**config.mk**
```make
export PLATFORM = sky130hd
export DESIGN_NAME = bus_bridge_flat
export DESIGN_NICKNAME = d
export VERILOG_FILES = /design/src/rtl/bus_bridge_pkg.sv /design/src/rtl/bus_bridge_if.sv /design/src/rtl/bus_bridge_sync.sv /design/src/rtl/bus_bridge.sv /design/src/flat_wrapper.sv
export SDC_FILE = /design/constraint.sdc
export NUM_CORES = 1
export LEC_CHECK = 0
export CORE_MARGIN = 2
export CORE_UTILIZATION = 42
export CTS_BUF_LIST = sky130_fd_sc_hd__clkbuf_4
export DETAILED_ROUTE_END_ITERATION = 12
export GPL_TIMING_DRIVEN = 0
export PLACE_DENSITY_LB_ADDON = 0.3
export SLEW_MARGIN = 20
export SYNTH_ARGS = -nofsm -noshare
export SYNTH_HDL_FRONTEND = slang
export SYNTH_HIERARCHICAL = 1
export SYNTH_SLANG_ARGS = --single-unit
```
**constraint.sdc**
```tcl
create_clock -name clk_100mhz -period 2.45 [get_ports clk_100mhz]
set_input_delay 0.245 -clock clk_100mhz [delete_from_list [all_inputs] [get_ports clk_100mhz]]
set_output_delay 0.245 -clock clk_100mhz [all_outputs]
set_load 0.03 [all_outputs]
```
**src/rtl/bus_bridge_pkg.sv**
```systemverilog
// Shared constants and types for the CPU-to-peripheral bus bridge: region bases,
// FSM state encoding, one-hot region type and the address decoder.
package ogege_bus_pkg;

  localparam logic [8:0]  PSRAM_HI = 9'h080;
  localparam logic [24:0] TEXT_HI  = 25'h00001FE;
  localparam logic [15:0] BRAM_HI  = 16'h0000;
  localparam logic [31:0] ERR_DATA = 32'hFFFF_FFFF;

  typedef enum logic [1:0] {
    ST_IDLE  = 2'd0,
    ST_ISSUE = 2'd1,
    ST_WAIT  = 2'd2,
    ST_RESP  = 2'd3
  } bus_state_e;

  // Bit positions match the chip-select outputs: [0] PSRAM, [1] text, [2] BRAM.
  typedef enum logic [2:0] {
    REG_NONE  = 3'b000,
    REG_PSRAM = 3'b001,
    REG_TEXT  = 3'b010,
    REG_BRAM  = 3'b100
  } region_e;

  // Text sits inside the BRAM window, so it must be tested before BRAM.
  function automatic region_e decode_region(input logic [31:0] addr);
    if (addr[31:23] == PSRAM_HI) return REG_PSRAM;
    if (addr[31:7] == TEXT_HI) return REG_TEXT;
    if (addr[31:16] == BRAM_HI) return REG_BRAM;
    return REG_NONE;
  endfunction

endpackage

```
**src/rtl/bus_bridge_if.sv**
```systemverilog
// CPU-side bus of the bridge: level-held request with a four-phase ready handshake.
interface bus_bridge_if;
  logic        stb;
  logic        we;
  logic [31:0] addr;
  logic [31:0] wdata;
  logic [31:0] rdata;
  logic        ready;
  logic        err;

  modport master (output stb, we, addr, wdata, input rdata, ready, err);
  modport slave  (input stb, we, addr, wdata, output rdata, ready, err);
endinterface

```
**src/rtl/bus_bridge_sync.sv**
```systemverilog
// Multi-flop synchronizer with asynchronous reset to a configurable value.
module bus_sync #(
  parameter int   STAGES  = 2,
  parameter logic RST_VAL = 1'b0
) (
  input  logic clk_100mhz,
  input  logic rstn_i,
  input  logic d,
  output logic q
);

  logic [STAGES-1:0] chain;

  // NOTE: non-blocking assignment so each stage takes the previous stage's old value.
  always_ff @(posedge clk_100mhz or negedge rstn_i) begin
    if (!rstn_i) chain <= {STAGES{RST_VAL}};
    else         chain <= {chain[STAGES-2:0], d};
  end

  assign q = chain[STAGES-1];

endmodule

```
**src/rtl/bus_bridge.sv**
```systemverilog
// Bus bridge: synchronizes the CPU strobe, decodes a one-hot chip select, pulses the
// peripheral strobe and returns read data. Optional WAIT timeout under BUS_TIMEOUT_EN.
module bus_bridge
  import ogege_bus_pkg::*;
#(
  parameter int TIMEOUT_CYCLES = 255,
  parameter int SYNC_STAGES    = 2
) (
  input  logic         clk_100mhz,
  input  logic         rstn_i,
  bus_bridge_if.slave  cpu,
  output logic         o_psram_cs,
  output logic         o_text_cs,
  output logic         o_bram_cs,
  output logic         o_per_stb,
  output logic         o_per_we,
  output logic [23:0]  o_per_addr,
  output logic [31:0]  o_per_wdata,
  input  logic [15:0]  i_psram_rdata,
  input  logic         i_psram_done,
  input  logic [7:0]   i_text_rdata,
  input  logic         i_text_done,
  input  logic [31:0]  i_bram_rdata,
  input  logic         i_bram_done
);

  localparam logic [1:0] IDLE  = ST_IDLE;
  localparam logic [1:0] ISSUE = ST_ISSUE;
  localparam logic [1:0] WAIT  = ST_WAIT;
  localparam logic [1:0] RESP  = ST_RESP;

  if (SYNC_STAGES < 2 || TIMEOUT_CYCLES < 1 || TIMEOUT_CYCLES > 65535) begin : g_bad_param
    $error("bus_bridge: SYNC_STAGES must be >= 2 and TIMEOUT_CYCLES in 1..65535");
  end

  logic        stb_sync;
  logic        stb_prev;
  logic        stb_rise;
  logic [1:0]  state;
  region_e     region;
  region_e     region_new;
  logic [2:0]  region_bits;
  logic        busy;
  logic        sel_done;
  logic [31:0] sel_rdata;
  logic [31:0] rdata_q;
  logic        ready_q;
  logic        err_q;
  logic        tmo_hit;

  // Reset high so a strobe already held through reset release never looks like an edge.
  bus_sync #(.STAGES(SYNC_STAGES), .RST_VAL(1'b1)) u_stb_sync (
    .clk_100mhz (clk_100mhz),
    .rstn_i     (rstn_i),
    .d          (cpu.stb),
    .q          (stb_sync)
  );

  always_ff @(posedge clk_100mhz or negedge rstn_i) begin
    if (!rstn_i) begin
      stb_prev <= 1'b1;
      stb_rise <= 1'b0;
    end else begin
      stb_prev <= stb_sync;
      stb_rise <= stb_sync & ~stb_prev;
    end
  end

  assign region_new  = decode_region(cpu.addr);
  assign region_bits = region;
  assign busy        = (state == ISSUE) || (state == WAIT);
  assign sel_done    = |(region_bits & {i_bram_done, i_text_done, i_psram_done});

  // NOTE: default assignment first so no path leaves sel_rdata unassigned (no latch).
  always_comb begin
    sel_rdata = '0;
    case (region)
      REG_PSRAM: sel_rdata = {16'h0000, i_psram_rdata};
      REG_TEXT:  sel_rdata = {24'h000000, i_text_rdata};
      REG_BRAM:  sel_rdata = i_bram_rdata;
      default:   sel_rdata = '0;
    endcase
  end

`ifdef BUS_TIMEOUT_EN
  localparam int TMO_W = $clog2(TIMEOUT_CYCLES + 1);
  logic [TMO_W-1:0] tmo_cnt;

  always_ff @(posedge clk_100mhz or negedge rstn_i) begin
    if (!rstn_i)            tmo_cnt <= '0;
    else if (state != WAIT) tmo_cnt <= '0;
    else                    tmo_cnt <= tmo_cnt + TMO_W'(1);
  end

  // Fires in the TIMEOUT_CYCLES-th WAIT cycle; done has priority in the FSM.
  assign tmo_hit = (state == WAIT) && (tmo_cnt == TMO_W'(TIMEOUT_CYCLES - 1));
`else
  assign tmo_hit = 1'b0;
`endif

  always_ff @(posedge clk_100mhz or negedge rstn_i) begin
    if (!rstn_i) begin
      state       <= IDLE;
      region      <= REG_NONE;
      o_per_we    <= 1'b0;
      o_per_addr  <= '0;
      o_per_wdata <= '0;
      rdata_q     <= '0;
      ready_q     <= 1'b0;
      err_q       <= 1'b0;
    end else begin
      case (state)
        IDLE: begin
          if (stb_rise) begin
            o_per_we    <= cpu.we;
            o_per_addr  <= cpu.addr[23:0];
            o_per_wdata <= cpu.wdata;
            region      <= region_new;
            if (region_new == REG_NONE) begin
              rdata_q <= '0;
              ready_q <= 1'b1;
              err_q   <= 1'b1;
              state   <= RESP;
            end else begin
              state <= ISSUE;
            end
          end
        end
        ISSUE: state <= WAIT;
        WAIT: begin
          if (sel_done) begin
            rdata_q <= o_per_we ? '0 : sel_rdata;
            ready_q <= 1'b1;
            err_q   <= 1'b0;
            state   <= RESP;
          end else if (tmo_hit) begin
            rdata_q <= ERR_DATA;
            ready_q <= 1'b1;
            err_q   <= 1'b1;
            state   <= RESP;
          end
        end
        RESP: begin
          if (!stb_sync) begin
            ready_q <= 1'b0;
            err_q   <= 1'b0;
            region  <= REG_NONE;
            state   <= IDLE;
          end
        end
        default: state <= IDLE;
      endcase
    end
  end

  assign o_per_stb  = (state == ISSUE);
  assign o_psram_cs = busy & region_bits[0];
  assign o_text_cs  = busy & region_bits[1];
  assign o_bram_cs  = busy & region_bits[2];

  assign cpu.rdata = rdata_q;
  assign cpu.ready = ready_q;
  assign cpu.err   = err_q;

endmodule

```
**src/flat_wrapper.sv**
```systemverilog
// flat-port wrapper written by rule: the top's interface ports become plain ports
module bus_bridge_flat import ogege_bus_pkg::*;
#(
  parameter int TIMEOUT_CYCLES = 255,
  parameter int SYNC_STAGES    = 2
)
  (clk_100mhz, rstn_i, o_psram_cs, o_text_cs, o_bram_cs, o_per_stb, o_per_we, o_per_addr, o_per_wdata, i_psram_rdata, i_psram_done, i_text_rdata, i_text_done, i_bram_rdata, i_bram_done, cpu_stb, cpu_we, cpu_addr, cpu_wdata, cpu_rdata, cpu_ready, cpu_err);
  bus_bridge_if cpu_i ();
  input  logic clk_100mhz;
  input  logic rstn_i;
  output logic o_psram_cs;
  output logic o_text_cs;
  output logic o_bram_cs;
  output logic o_per_stb;
  output logic o_per_we;
  output logic [23:0] o_per_addr;
  output logic [31:0] o_per_wdata;
  input  logic [15:0] i_psram_rdata;
  input  logic i_psram_done;
  input  logic [7:0] i_text_rdata;
  input  logic i_text_done;
  input  logic [31:0] i_bram_rdata;
  input  logic i_bram_done;
  input wire logic [$bits(cpu_i.stb)-1:0] cpu_stb;
  input wire logic [$bits(cpu_i.we)-1:0] cpu_we;
  input wire logic [$bits(cpu_i.addr)-1:0] cpu_addr;
  input wire logic [$bits(cpu_i.wdata)-1:0] cpu_wdata;
  output wire logic [$bits(cpu_i.rdata)-1:0] cpu_rdata;
  output wire logic [$bits(cpu_i.ready)-1:0] cpu_ready;
  output wire logic [$bits(cpu_i.err)-1:0] cpu_err;
  assign cpu_i.stb = cpu_stb;
  assign cpu_i.we = cpu_we;
  assign cpu_i.addr = cpu_addr;
  assign cpu_i.wdata = cpu_wdata;
  assign cpu_rdata = cpu_i.rdata;
  assign cpu_ready = cpu_i.ready;
  assign cpu_err = cpu_i.err;
  bus_bridge #(.TIMEOUT_CYCLES(TIMEOUT_CYCLES), .SYNC_STAGES(SYNC_STAGES)) u_core (.clk_100mhz(clk_100mhz), .rstn_i(rstn_i), .cpu(cpu_i), .o_psram_cs(o_psram_cs), .o_text_cs(o_text_cs), .o_bram_cs(o_bram_cs), .o_per_stb(o_per_stb), .o_per_we(o_per_we), .o_per_addr(o_per_addr), .o_per_wdata(o_per_wdata), .i_psram_rdata(i_psram_rdata), .i_psram_done(i_psram_done), .i_text_rdata(i_text_rdata), .i_text_done(i_text_done), .i_bram_rdata(i_bram_rdata), .i_bram_done(i_bram_done));
endmodule
```
Word level (Yosys, flattened, before mapping). Index checks and enable logic that the tools add are counted.

Eq/ne operators: 12. Reductions and logical operators: 13. Bitwise operators: 6. Mux-type cells: 33.

Operators by type and width (count): $mux W32 (4); $pmux W32 S3 (1); $pmux W32 S2 (1); $eq A25 B9 Y1 const B (1); $mux W3 (8); $logic_not A16 Y1 (1); $mux W1 (11); $eq A9 B8 Y1 const B (1); $mux W2 (4); $pmux W2 S4 (1); $ne A2 B1 Y1 const B (3); $pmux W1 S3 (2); $pmux W3 S2 (1); $reduce_and A3 Y1 (2); $reduce_and A5 Y1 (1); $and A1 B1 Y1 (4); $eq A2 B2 Y1 const B (2); $reduce_and A4 Y1 (1); $reduce_bool A2 Y1 (2); $and A3 B3 Y3 (1); $eq A3 B1 Y1 const B (1); $eq A3 B2 Y1 const B (1); $eq A3 B3 Y1 const B (1); $logic_not A3 Y1 (1); other kinds (8) (8).

Word-level logic and storage cells: 75. Register bits: 100. Bits of input ports: 127.

Logic depth before layout (Yosys ltp). Gate-level depths: netlist (run 1).

Depth in word-level cells: 12. Depth in mapped cells: 8. Depth with buffers taken out: 6.

Cells and area by module. The synthesis (run 1) kept the hierarchy.

By module, submodules not included: bus_bridge (sequential area each 2453.6 µm², cells an instance 352, area an instance 4454.3 µm², times used 1); bus_sync (sequential area each 52.6 µm², cells an instance 2, area an instance 52.6 µm², times used 1).

Least setup slack after synthesis (run 1). Ideal clock, no wire load.

Path kind: in2reg. From: in cpu_addr[25]. To: reg u_core.rdata_q[10], in the netlist u_core/cpu.rdata[10]. Slack: 456 ps. Stages: 6. Buffers on the path: 2. Setup time: 125 ps. Data arrival time: 1869 ps. Cell sequence: or4_4 > or3_4 > o21a_1 > buf_6 > buf_6 > mux2_4.

Longest elaborated chain between the ends: 10.

RTL lines: start, declared (RTL line flat_wrapper.sv:26) `input wire logic [$bits(cpu_i.addr)-1:0] cpu_addr;`; $logic_not A16 Y1 (RTL line bus_bridge_pkg.sv:29) `if (addr[31:16] == BRAM_HI) return REG_BRAM;`; $mux W1 (2 in series) (RTL line bus_bridge_pkg.sv:29); $mux W1 (RTL line bus_bridge_pkg.sv:28) `if (addr[31:7] == TEXT_HI) return REG_TEXT;`; $mux W3 (RTL line bus_bridge_pkg.sv:30) `return REG_NONE;`; $mux W3 (RTL line bus_bridge_pkg.sv:29); $mux W3 * (RTL line bus_bridge_pkg.sv:28); $logic_not A3 Y1 * (RTL line bus_bridge.sv:119) `if (region_new == REG_NONE) begin`; $ne A2 B1 Y1 (no source line) *; $reduce_and A4 Y1 (no source line) *; end signal, assigned (RTL line bus_bridge.sv:132) `rdata_q <= o_per_we ? '0 : sel_rdata;`; end, declared (RTL line bus_bridge.sv:46) `logic [31:0] rdata_q;`.

Every way passes the cells marked *; elsewhere a longest branch is shown, timed or not. The select of a mux whose other input is x is not followed. A chain may end at the register's enable or synchronous reset.

Worst setup path after layout (run 1).
From: reg u_core.region[1]. To: out o_text_cs.

Longest elaborated chain between the ends: 1.

RTL lines: start, declared (RTL line bus_bridge.sv:40) `region_e region;`; start signal, assigned (RTL line bus_bridge.sv:118) `region <= region_new;`; $and A1 B1 Y1 (RTL line bus_bridge.sv:158) `assign o_text_cs = busy & region_bits[1];`; end, declared (RTL line flat_wrapper.sv:12) `output logic o_text_cs;`.

Every way passes these cells.

==> results of run 1 <==
## routing by layer
| metal | vias up | global-route usage (%) | part of all wire [%] |
|---|---|---|---|
| li1 | 1711 | - | - |
| met1 | 1750 | 24.7 | 39 |
| met2 | 150 | 36.6 | 50 |
| met3 | 13 | 8.47 | 9.7 |
| met4 | 0 | 6.23 | 1.2 |
| met5 | - | 0 | 0 |
## registers in the layout (all words and copies together), names as in the netlist
register and flops:
u_core/cpu.ready 1, u_core/o_per_we 1, u_core/cpu.err 1, u_core/region 3
u_core/o_per_addr 24, u_core/stb_prev 1, u_core/u_stb_sync/chain 2, u_core/state 2
u_core/cpu.rdata 32, u_core/stb_rise 1, u_core/o_per_wdata 32
## how the worst min path moves through the flow
stage,startpoint,to,slack [ns]
3_3_place_gp,u_core/u_stb_sync/chain[0],u_core/u_stb_sync/chain[1],0.35
4_1_cts,cpu_stb,u_core/u_stb_sync/chain[0],0.14
2_1_floorplan,rstn_i,u_core/cpu.err,-0.05
5_1_grt,cpu_stb,u_core/u_stb_sync/chain[0],0.13
6_report,cpu_stb,u_core/u_stb_sync/chain[0],0.18
3_5_place_dp,rstn_i,u_core/cpu.rdata[4],0.19
## layout make-up
| cell class | instances | area (um^2) |
|---|---|---|
| Fill cell | 813 | 3290 |
| Sequential cell | 100 | 2510 |
| Timing Repair Buffer | 223 | 2250 |
| Multi-Input combinational cell | 212 | 1830 |
| Tap cell | 136 | 170 |
| Buffer | 21 | 114 |
| Inverter | 21 | 78.8 |
| Clock inverter | 7 | 72.6 |
| Clock buffer | 9 | 67.6 |
## cells by family after synthesis
group           share of synthesized area [%]
flops                                    55.6
mux                                      23.4
simple gates                             9.63
buf+inv                                  4.03
compound gates                           6.19
fa+ha+maj                                1.11
## cells in the final DEF (no fill, tap or decap), types with 2 or more instances in the layout
cell,count
clkbuf_1,8
ha_1,4
a22oi_1,9
dfrtp_1,97
clkdlybuf4s50_1,217
inv_1,21
nand4b_1,2
clkbuf_2,9
and2_1,4
nor2_1,5
mux2_2,60
nor2b_1,5
nor3_1,9
inv_6,2
nand2_1,28
buf_2,2
o21ai_0,4
nand3b_1,16
dfstp_2,3
nor4_1,2
buf_6,4
a21o_1,8
mux2_4,14
clkbuf_4,9
mux2i_1,17
a21oi_1,10
## where the power goes
part	internal, uW	switching (uW)	leakage [uW]
Sequential	2170	268	0.00124
Combinational	1780	1950	0.00158
Clock	316	550	0.0000743
## per-stage QoR
step / power [uW] / instance area [um^2] / hold slack [ns] / util [%]
global placement: 6130 / 6890 / 0.346 / 66.4
global route: 7420 / 7080 / 0.128 / 68.3
CTS: 7140 / 7070 / 0.143 / 68.2
finish: 7040 / 7080 / 0.176 / 68.3
floorplan: 4650 / 4510 / -0.0506 / -
detailed placement: 6240 / 6920 / 0.193 / 66.7
## what timing repair did
item                                    in CTS  in global routing
hold buffers                                 1                  0
hold endpoints to repair                    42                  0
cloned                                       0                  0
endpoints found under the setup margin       2                 36
resized for setup                            7                 12
==> metrics, run 1 <==
share of layout cells above drive strength 1=18.9%; worst skew pair latency=0.44 ns; Critical-path top delay cell=dfrtp_1; Root Buffer=clkbuf_4; area delta synth->final=57.1%; r2r endpoint=u_core/cpu.rdata[15]; Final TNS setup=0 ns; Clock Skew=0.0118 ns; crit path from=u_core/region[1]; worst path required time=2.20 ns; Worst-path clk slew=0.16 ns; GRT Total Usage=21.4%; Core Region=10400 um^2; postcts setup bufs=0; CTS tree=done; Post-synth ARST share=100%; global-route wire length before repair=19000 um; Post-Syn Area=4510 um^2; r2r setup slk=0.26 ns; top-count cell post-synth=dfrtp_1; antenna violations before repair=0; Setup WS pre-CTS=-0.164 ns; Initial Utilization=43.5%; Die ar.=11600 um^2; Worst path most repeated cell=clkbuf_2; Crit Path Class=reg -> out; top cell type's share of synthesized area=53.9%; max-cap violations=0; status=finished, final reports clean; Clock Path Buffers=2; Final Slew Violations=0; Hold WC Path Type=in -> reg; Synth area leader=dfrtp_1; Power Density=994 nW/um^2; row cnt=37; fin worst setup slack=0.196 ns; top_reg_cell synth=dfrtp_1; most instantiated cells after synthesis=97 x dfrtp_1, 60 x mux2_2, 28 x nand2_1; crit-path max FO=10; vias in the first global route=3882; Hold Crit Depth=1; largest net degree at the start of global routing=59; antenna-violating nets left=0; Post-synth EDFFs=0; Port-buffer cells=221; Mapped Cells=354; Routed WL per cell=between 15 and 20 um; # clock sinks=100; vias=approximately 3600; I/O pin count=222; placed insts=712; Setup violations, final=0; CP Launch Type=flip-flop; worst stage delay on the critical path=between 0.4 and 0.5 ns; cell family with most CP delay=buffers and inverters; WP depth=5; critical path endpoint category=primary output; Max Fclk=roughly 440 MHz; initial DRC count=between 100 and 150; worst-path cell chain=clkbuf_2 > clkbuf_2 > buf_2 > and2_1 > clkbuf_2; Slew @ Worst Pin=just under 0.6 ns; DRT Pass-1 Iters=4; CP arrival=2.01 ns; CTS buffer count=9; crit share post-route=around 92%; total leakage power=0.00290 uW; Slew headroom=60.3%; reg2reg start=u_core/region[0]; Distinct cells, synth=38; Vias per Instance=roughly 5; R2R depth=6; Die Width=108 um; register area share after synthesis=55.6%; syn_nets=485; top cells by area, synth=dfrtp_1 54%, mux2_2 15%, mux2_4 4.7%, mux2i_1 3.8%, nand3b_1 2.7%; RSZ-0062 raised after global routing=false; Final Hold Violating Endpoints=0; drt total wl=approximately 12000 um; total gr overflow=0; Post-DP HPWL=9480 um; Non-Filler Instances=roughly 730; post-layout net count=719; Setup crit end=o_text_cs; drt drc=0; synthesized area per cell=roughly 13 um^2; min cycle time layout=between 2 and 2.5 ns; post-synthesis register bit count=100; die height=108 um; crit path buf inv count=4; Synth warnings=6; VDD IR-drop max=895 uV; H-Tree Depth=3; antenna diode count=0; Placer Congestion=slightly above 0.8
Note: power is estimated with default switching activity, not from simulation.
==> inputs of run 2 (changes only) <==
--- a/config.mk
+++ b/config.mk
@@ -11,6 +11,7 @@
 export DETAILED_ROUTE_END_ITERATION = 12
 export GPL_TIMING_DRIVEN = 0
 export PLACE_DENSITY_LB_ADDON = 0.3
+export SKIP_LAST_GASP = 1
 export SLEW_MARGIN = 20
 export SYNTH_ARGS = -nofsm -noshare
 export SYNTH_HDL_FRONTEND = slang
==> constraint.sdc (replaced) <==
create_clock -name clk_100mhz -period 2.45 [get_ports clk_100mhz]
set_input_delay 0.245 -clock clk_100mhz [delete_from_list [all_inputs] [get_ports clk_100mhz]]
set_output_delay 0.245 -clock clk_100mhz [all_outputs]
set_load 0.01 [all_outputs]
==> run 2 against run 1 <==
Flip-flop and latch count stayed put. Critical path depth decreased by 1. Final area about the same. Sequential power about the same. Die area unchanged. Routed wire length down 0.17%. Total power fell by 11%.
==> metrics, run 2 (same netlist as run 1, synthesis figures left out) <==
status=finished, final reports clean; Port-buffer cells=221; Slew @ Worst Pin=0.632 ns; CP arrival=about 2.1 ns; Crit Path Class=reg -> out; antenna-violating nets left=0; worst skew pair latency=about 0.45 ns; H-Tree Depth=3; Placer Congestion=0.813; post-layout net count=roughly 700; Core Region=10400 um^2; Initial Utilization=43.5%; Register Area=about 2500 um^2; die height=108 um; most used routing layer=met2; Placed Area=6920 um^2; met2 GRT Util=36.7%; antenna violations before repair=0; Post-DP HPWL=roughly 9500 um; CP Launch Type=flip-flop; post-route cell area=between 7000 and 8000 um^2; number of fillers in the final layout=813; Critical-path top delay cell=clkdlybuf4s50_1; r2r setup slk=0.25 ns; worst stage delay on the critical path=0.52 ns; Hold WC Path Type=in -> reg; total gr overflow=0; RSZ-0062 raised after global routing=true; worst path required time=approximately 2.2 ns; crit-path max FO=10; Slew headroom=57.9%; postcts setup bufs=0; met3 Resource Use GR=~8.5%; antenna diode count=0; min-delay src=cpu_stb; Die Width=108 um; min cycle time layout=2.33 ns; total leakage power=0.00287 uW; worst hold path endpoint=u_core/u_stb_sync/chain[0]; drt drc=0; Worst-path clk slew=between 0.15 and 0.2 ns; critical path endpoint category=primary output; Vias per Instance=4.99; most frequent cells in the layout=220 x clkdlybuf4s50_1, 97 x dfrtp_1, 60 x mux2_2; max-cap violations=0; I/O pin count=222; met1 GRT Util=24.7%; R2R depth=6; Clock Path Buffers=2; Root Buffer=clkbuf_4; # clock sinks=100; vias=about 3600; VDD IR-drop max=~750 uV; CTS tree=done; Worst path most repeated cell=clkbuf_2; share of layout cells above drive strength 1=18.4%; DRT Pass-1 Iters=4; Setup violations, final=0; Power Density=883 nW/um^2; worst-path cell chain=clkbuf_2 > clkbuf_2 > and2_1 > clkdlybuf4s50_1; Routed WL per cell=16.5 um; Clock Skew=between 0.01 and 0.015 ns; Hold Crit Depth=1; hold slack=0.175 ns; CTS buffer count=9; largest net degree at the start of global routing=59; area taken by multi-input logic gates=1830 um^2; GRT Total Usage=around a fifth; drt total wl=roughly 12000 um; reg2reg start=u_core/state[0]; crit share post-route=between 90 and 100%; initial DRC count=approximately 140; area delta synth->final=57.2%; Final Hold Violating Endpoints=0; Die ar.=11600 um^2; leading cell type in the layout, fill and taps excluded=clkdlybuf4s50_1; row cnt=37; r2r endpoint=u_core/cpu.err; vias in the first global route=between 3000 and 4000; Max Fclk=429 MHz; Final Slew Violations=0; global-route wire length before repair=19000 um
-- run 2: per-stage QoR --
stage	util, %	TNS (ns)	cells	power [uW]	setup WS [ns]
after floorplan	-	0	354	3870	0.456
final	68.3	0	728	6250	0.119
after global routing	68.3	-0.0227	728	6640	-0.0209
after global placement	66.4	-250.76	711	5340	-2.53
after detailed placement	66.7	-2.55	712	5450	-0.136
after CTS	68.3	0	729	6350	0.0330
-- run 2: power breakdown --
group / switching, uW / total (uW) / internal, uW
logic: 1170 / 2950 / 1780
registers: 268 / 2440 / 2170
clock network: 552 / 868 / 316
-- run 2: worst max-delay path: cells and delay by family, from the launching register on --
kind                   cells  cell delay (ns)
flip-flops                 1             0.46
buffers and inverters      3             1.02
AND/OR/NAND/NOR            1             0.16
-- run 2: per-layer routing --
layer	vias up	wire length [um]
li1	1706	-
met1	1750	4650
met2	165	6050
met3	11	1200
met4	0	128
met5	-	0
-- run 2: timing repair --
| item | in CTS | in global routing |
|---|---|---|
| hold endpoints to repair | 42 | 0 |
| cloned | 0 | 0 |
| endpoints found under the setup margin | 2 | 35 |
| gates resized for setup | 8 | 7 |
| hold buffers | 1 | 0 |
-- run 2: layout make-up --
| class | instances | share of cell area, % |
|---|---|---|
| clock inverter | 7 | 1.02 |
| buffer | 20 | 1.59 |
| clock buffer | 9 | 0.954 |
| tap | 136 | 2.40 |
| inverter | 21 | 1.11 |
| sequential | 100 | 35.4 |
| multi-input combinational | 212 | 25.8 |
| timing repair buffer | 223 | 31.8 |
-- run 2: worst max path at each step --
stage	slack, ns	endpoint	depth (start not counted)	from
after floorplan	0.46	u_core/cpu.rdata[10]	6	cpu_addr[25]
after global placement	-2.53	u_core/o_per_wdata[17]	1	rstn_i
after detailed placement	-0.14	u_core/cpu.rdata[7]	7	cpu_addr[23]
after CTS	0.03	o_text_cs	5	u_core/region[1]
after global routing	-0.02	o_psram_cs	4	u_core/region[0]
final	0.12	o_psram_cs	4	u_core/region[0]
==> inputs of run 3 (changes only) <==
--- a/config.mk
+++ b/config.mk
@@ -5,10 +5,12 @@
 export SDC_FILE = /design/constraint.sdc
 export NUM_CORES = 1
 export LEC_CHECK = 0
+export ABC_AREA = 0
 export CORE_MARGIN = 2
-export CORE_UTILIZATION = 42
+export CORE_UTILIZATION = 45
 export CTS_BUF_LIST = sky130_fd_sc_hd__clkbuf_4
 export DETAILED_ROUTE_END_ITERATION = 12
+export DONT_BUFFER_PORTS = 1
 export GPL_TIMING_DRIVEN = 0
 export PLACE_DENSITY_LB_ADDON = 0.3
 export SKIP_LAST_GASP = 1
==> run 3 against run 2 <==
Cell count fell by 20%. Fmax rose by 4.8%. Clock power down 9.3%. Register-to-register slack lost 0.02 ns. Total power down 18%.
==> metrics, run 3 (same netlist as run 1, synthesis figures left out) <==
drt total wl=11100 um; Die ar.=10800 um^2; drt drc=0; R2R depth=6; DRT Pass-1 Iters=5; initial DRC count=133; Worst-path clk slew=0.15 ns; max-cap violations=0; number of fillers in the final layout=818; H-Tree Depth=3; Max Fclk=450 MHz; die height=roughly 100 um; Power Density=913 nW/um^2; Hold WC Path Type=in -> reg; Routed WL per cell=approximately 19 um; final core occ=57.5%; Non-Filler Instances=between 500 and 600; worst hold path endpoint=u_core/region[1]; Placer Congestion=0.787; most frequent cells in the layout=97 x dfrtp_1, 76 x dlygate4sd3_1, 60 x mux2_2; worst skew pair latency=0.43 ns; crit-path max FO=10; row cnt=36; Port-buffer cells=0; total leakage power=0.00231 uW; Crit Path Class=reg -> out; r2r endpoint=u_core/o_per_addr[8]; critical path endpoint category=primary output; leading cell type in the layout, fill and taps excluded=dfrtp_1; worst path required time=between 2 and 2.5 ns; Slew @ Worst Pin=just under 0.7 ns; post-layout net count=573; Slew headroom=54.6%; GRT Total Usage=20.7%; Setup violations, final=0; Hold Crit Depth=2; CP Launch Type=flip-flop; share of layout cells above drive strength 1=23.7%; global-route wire length before repair=around 18000 um; VDD IR-drop max=540 uV; vias in the first global route=3408; r2r setup slk=0.23 ns; Clock Skew=about 0.018 ns; Clock Path Buffers=2; Post-DP HPWL=7570 um; Final Slew Violations=0; Vias per Instance=~5.3; status=finished, final reports clean; CTS buffer count=9; vias=3102; Final Hold Violating Endpoints=0; Initial Utilization=approximately 46%; area delta synth->final=24.2%; Root Buffer=clkbuf_4; min cycle time layout=2.22 ns; # clock sinks=100; Final TNS setup=0 ns; Core Region=9730 um^2; total gr overflow=0; RSZ-0062 raised after global routing=false; antenna violations before repair=0; largest net degree at the start of global routing=101; CP arrival=1.98 ns; reg2reg start=u_core/state[0]; min-delay src=cpu_addr[8]; placed insts=487; Die Width=104 um; antenna-violating nets left=0; crit share post-route=90.8%; CTS tree=done; antenna diode count=0; I/O pin count=222
-- run 3: cell count changes in the layout (fill, tap and decap cells not counted), sizes merged --
cell / change
bufinv: -1
clkbuf: +1
clkdlybuf4s50: -220
clkinv: -1
clkinvlp: +1
dlygate4sd3: +75
-- run 3: worst max-delay path by stage --
stage                            endpoint        startpoint  cells past startpoint
floorplan            u_core/cpu.rdata[10]      cpu_addr[25]                      6
global placement    u_core/o_per_addr[14]   u_core/state[0]                      6
detailed placement   u_core/o_per_addr[3]   u_core/state[0]                      6
CTS                 u_core/o_per_addr[20]   u_core/state[0]                      6
global route             u_core/region[1]   u_core/state[1]                      7
finish                          o_text_cs  u_core/region[1]                      4
-- run 3: final cells by class --
| class | count | area, um^2 | area share, % |
|---|---|---|---|
| Buffer | 21 | 109 | 1.94 |
| Clock buffer | 10 | 75.1 | 1.34 |
| Clock inverter | 6 | 47.5 | 0.850 |
| Inverter | 21 | 78.8 | 1.41 |
| Multi-Input combinational cell | 212 | 1830 | 32.6 |
| Sequential cell | 100 | 2510 | 44.8 |
| Tap cell | 133 | 166 | 2.97 |
| Timing Repair Buffer | 77 | 788 | 14.1 |
-- run 3: metal layers --
layer  GRT usage (%)  part of all wire (%)  vias up
met4            5.02                   1.1        0
met5               0                     0        -
met2            36.1                    51      147
met3            8.27                   9.1        8
met1            23.8                    39     1548
li1                -                     -     1399
-- run 3: where the power goes --
group | leakage [uW] | internal (uW) | switching, uW | total [uW]
Sequential | 0.00124 | 2170 | 629 | 2800
Combinational | 0.00101 | 859 | 661 | 1520
Clock | 0.0000626 | 230 | 556 | 787
Total | 0.00231 | 3260 | 1850 | 5110
-- run 3: what timing repair did --
action                                  CTS  global route
endpoints found under the setup margin    1            29
buffers inserted                          0             0
endpoints found under the hold margin   177           100
hold buffers                             75             2
resized for setup                         1             9
-- run 3: critical path, stage by stage, from the launching register on --
cell and delay, ns:
dfrtp_1 0.44, clkbuf_1 0.34, clkbuf_2 0.29, buf_2 0.27
and2_1 0.22
-- run 3: stage by stage --
| step | setup slack (ns) | hold slack, ns | power (uW) | instance area [um^2] |
|---|---|---|---|---|
| floorplan | 0.456 | -0.0506 | 3870 | 4510 |
| global placement | 0.0882 | -0.0487 | 4150 | 4670 |
| CTS | 0.0712 | -0.557 | 5130 | 5550 |
| global route | 0.0233 | 0.00171 | 5430 | 5600 |
| detailed placement | 0.0660 | -0.0485 | 4230 | 4670 |
| finish | 0.225 | 0.0387 | 5110 | 5600 |
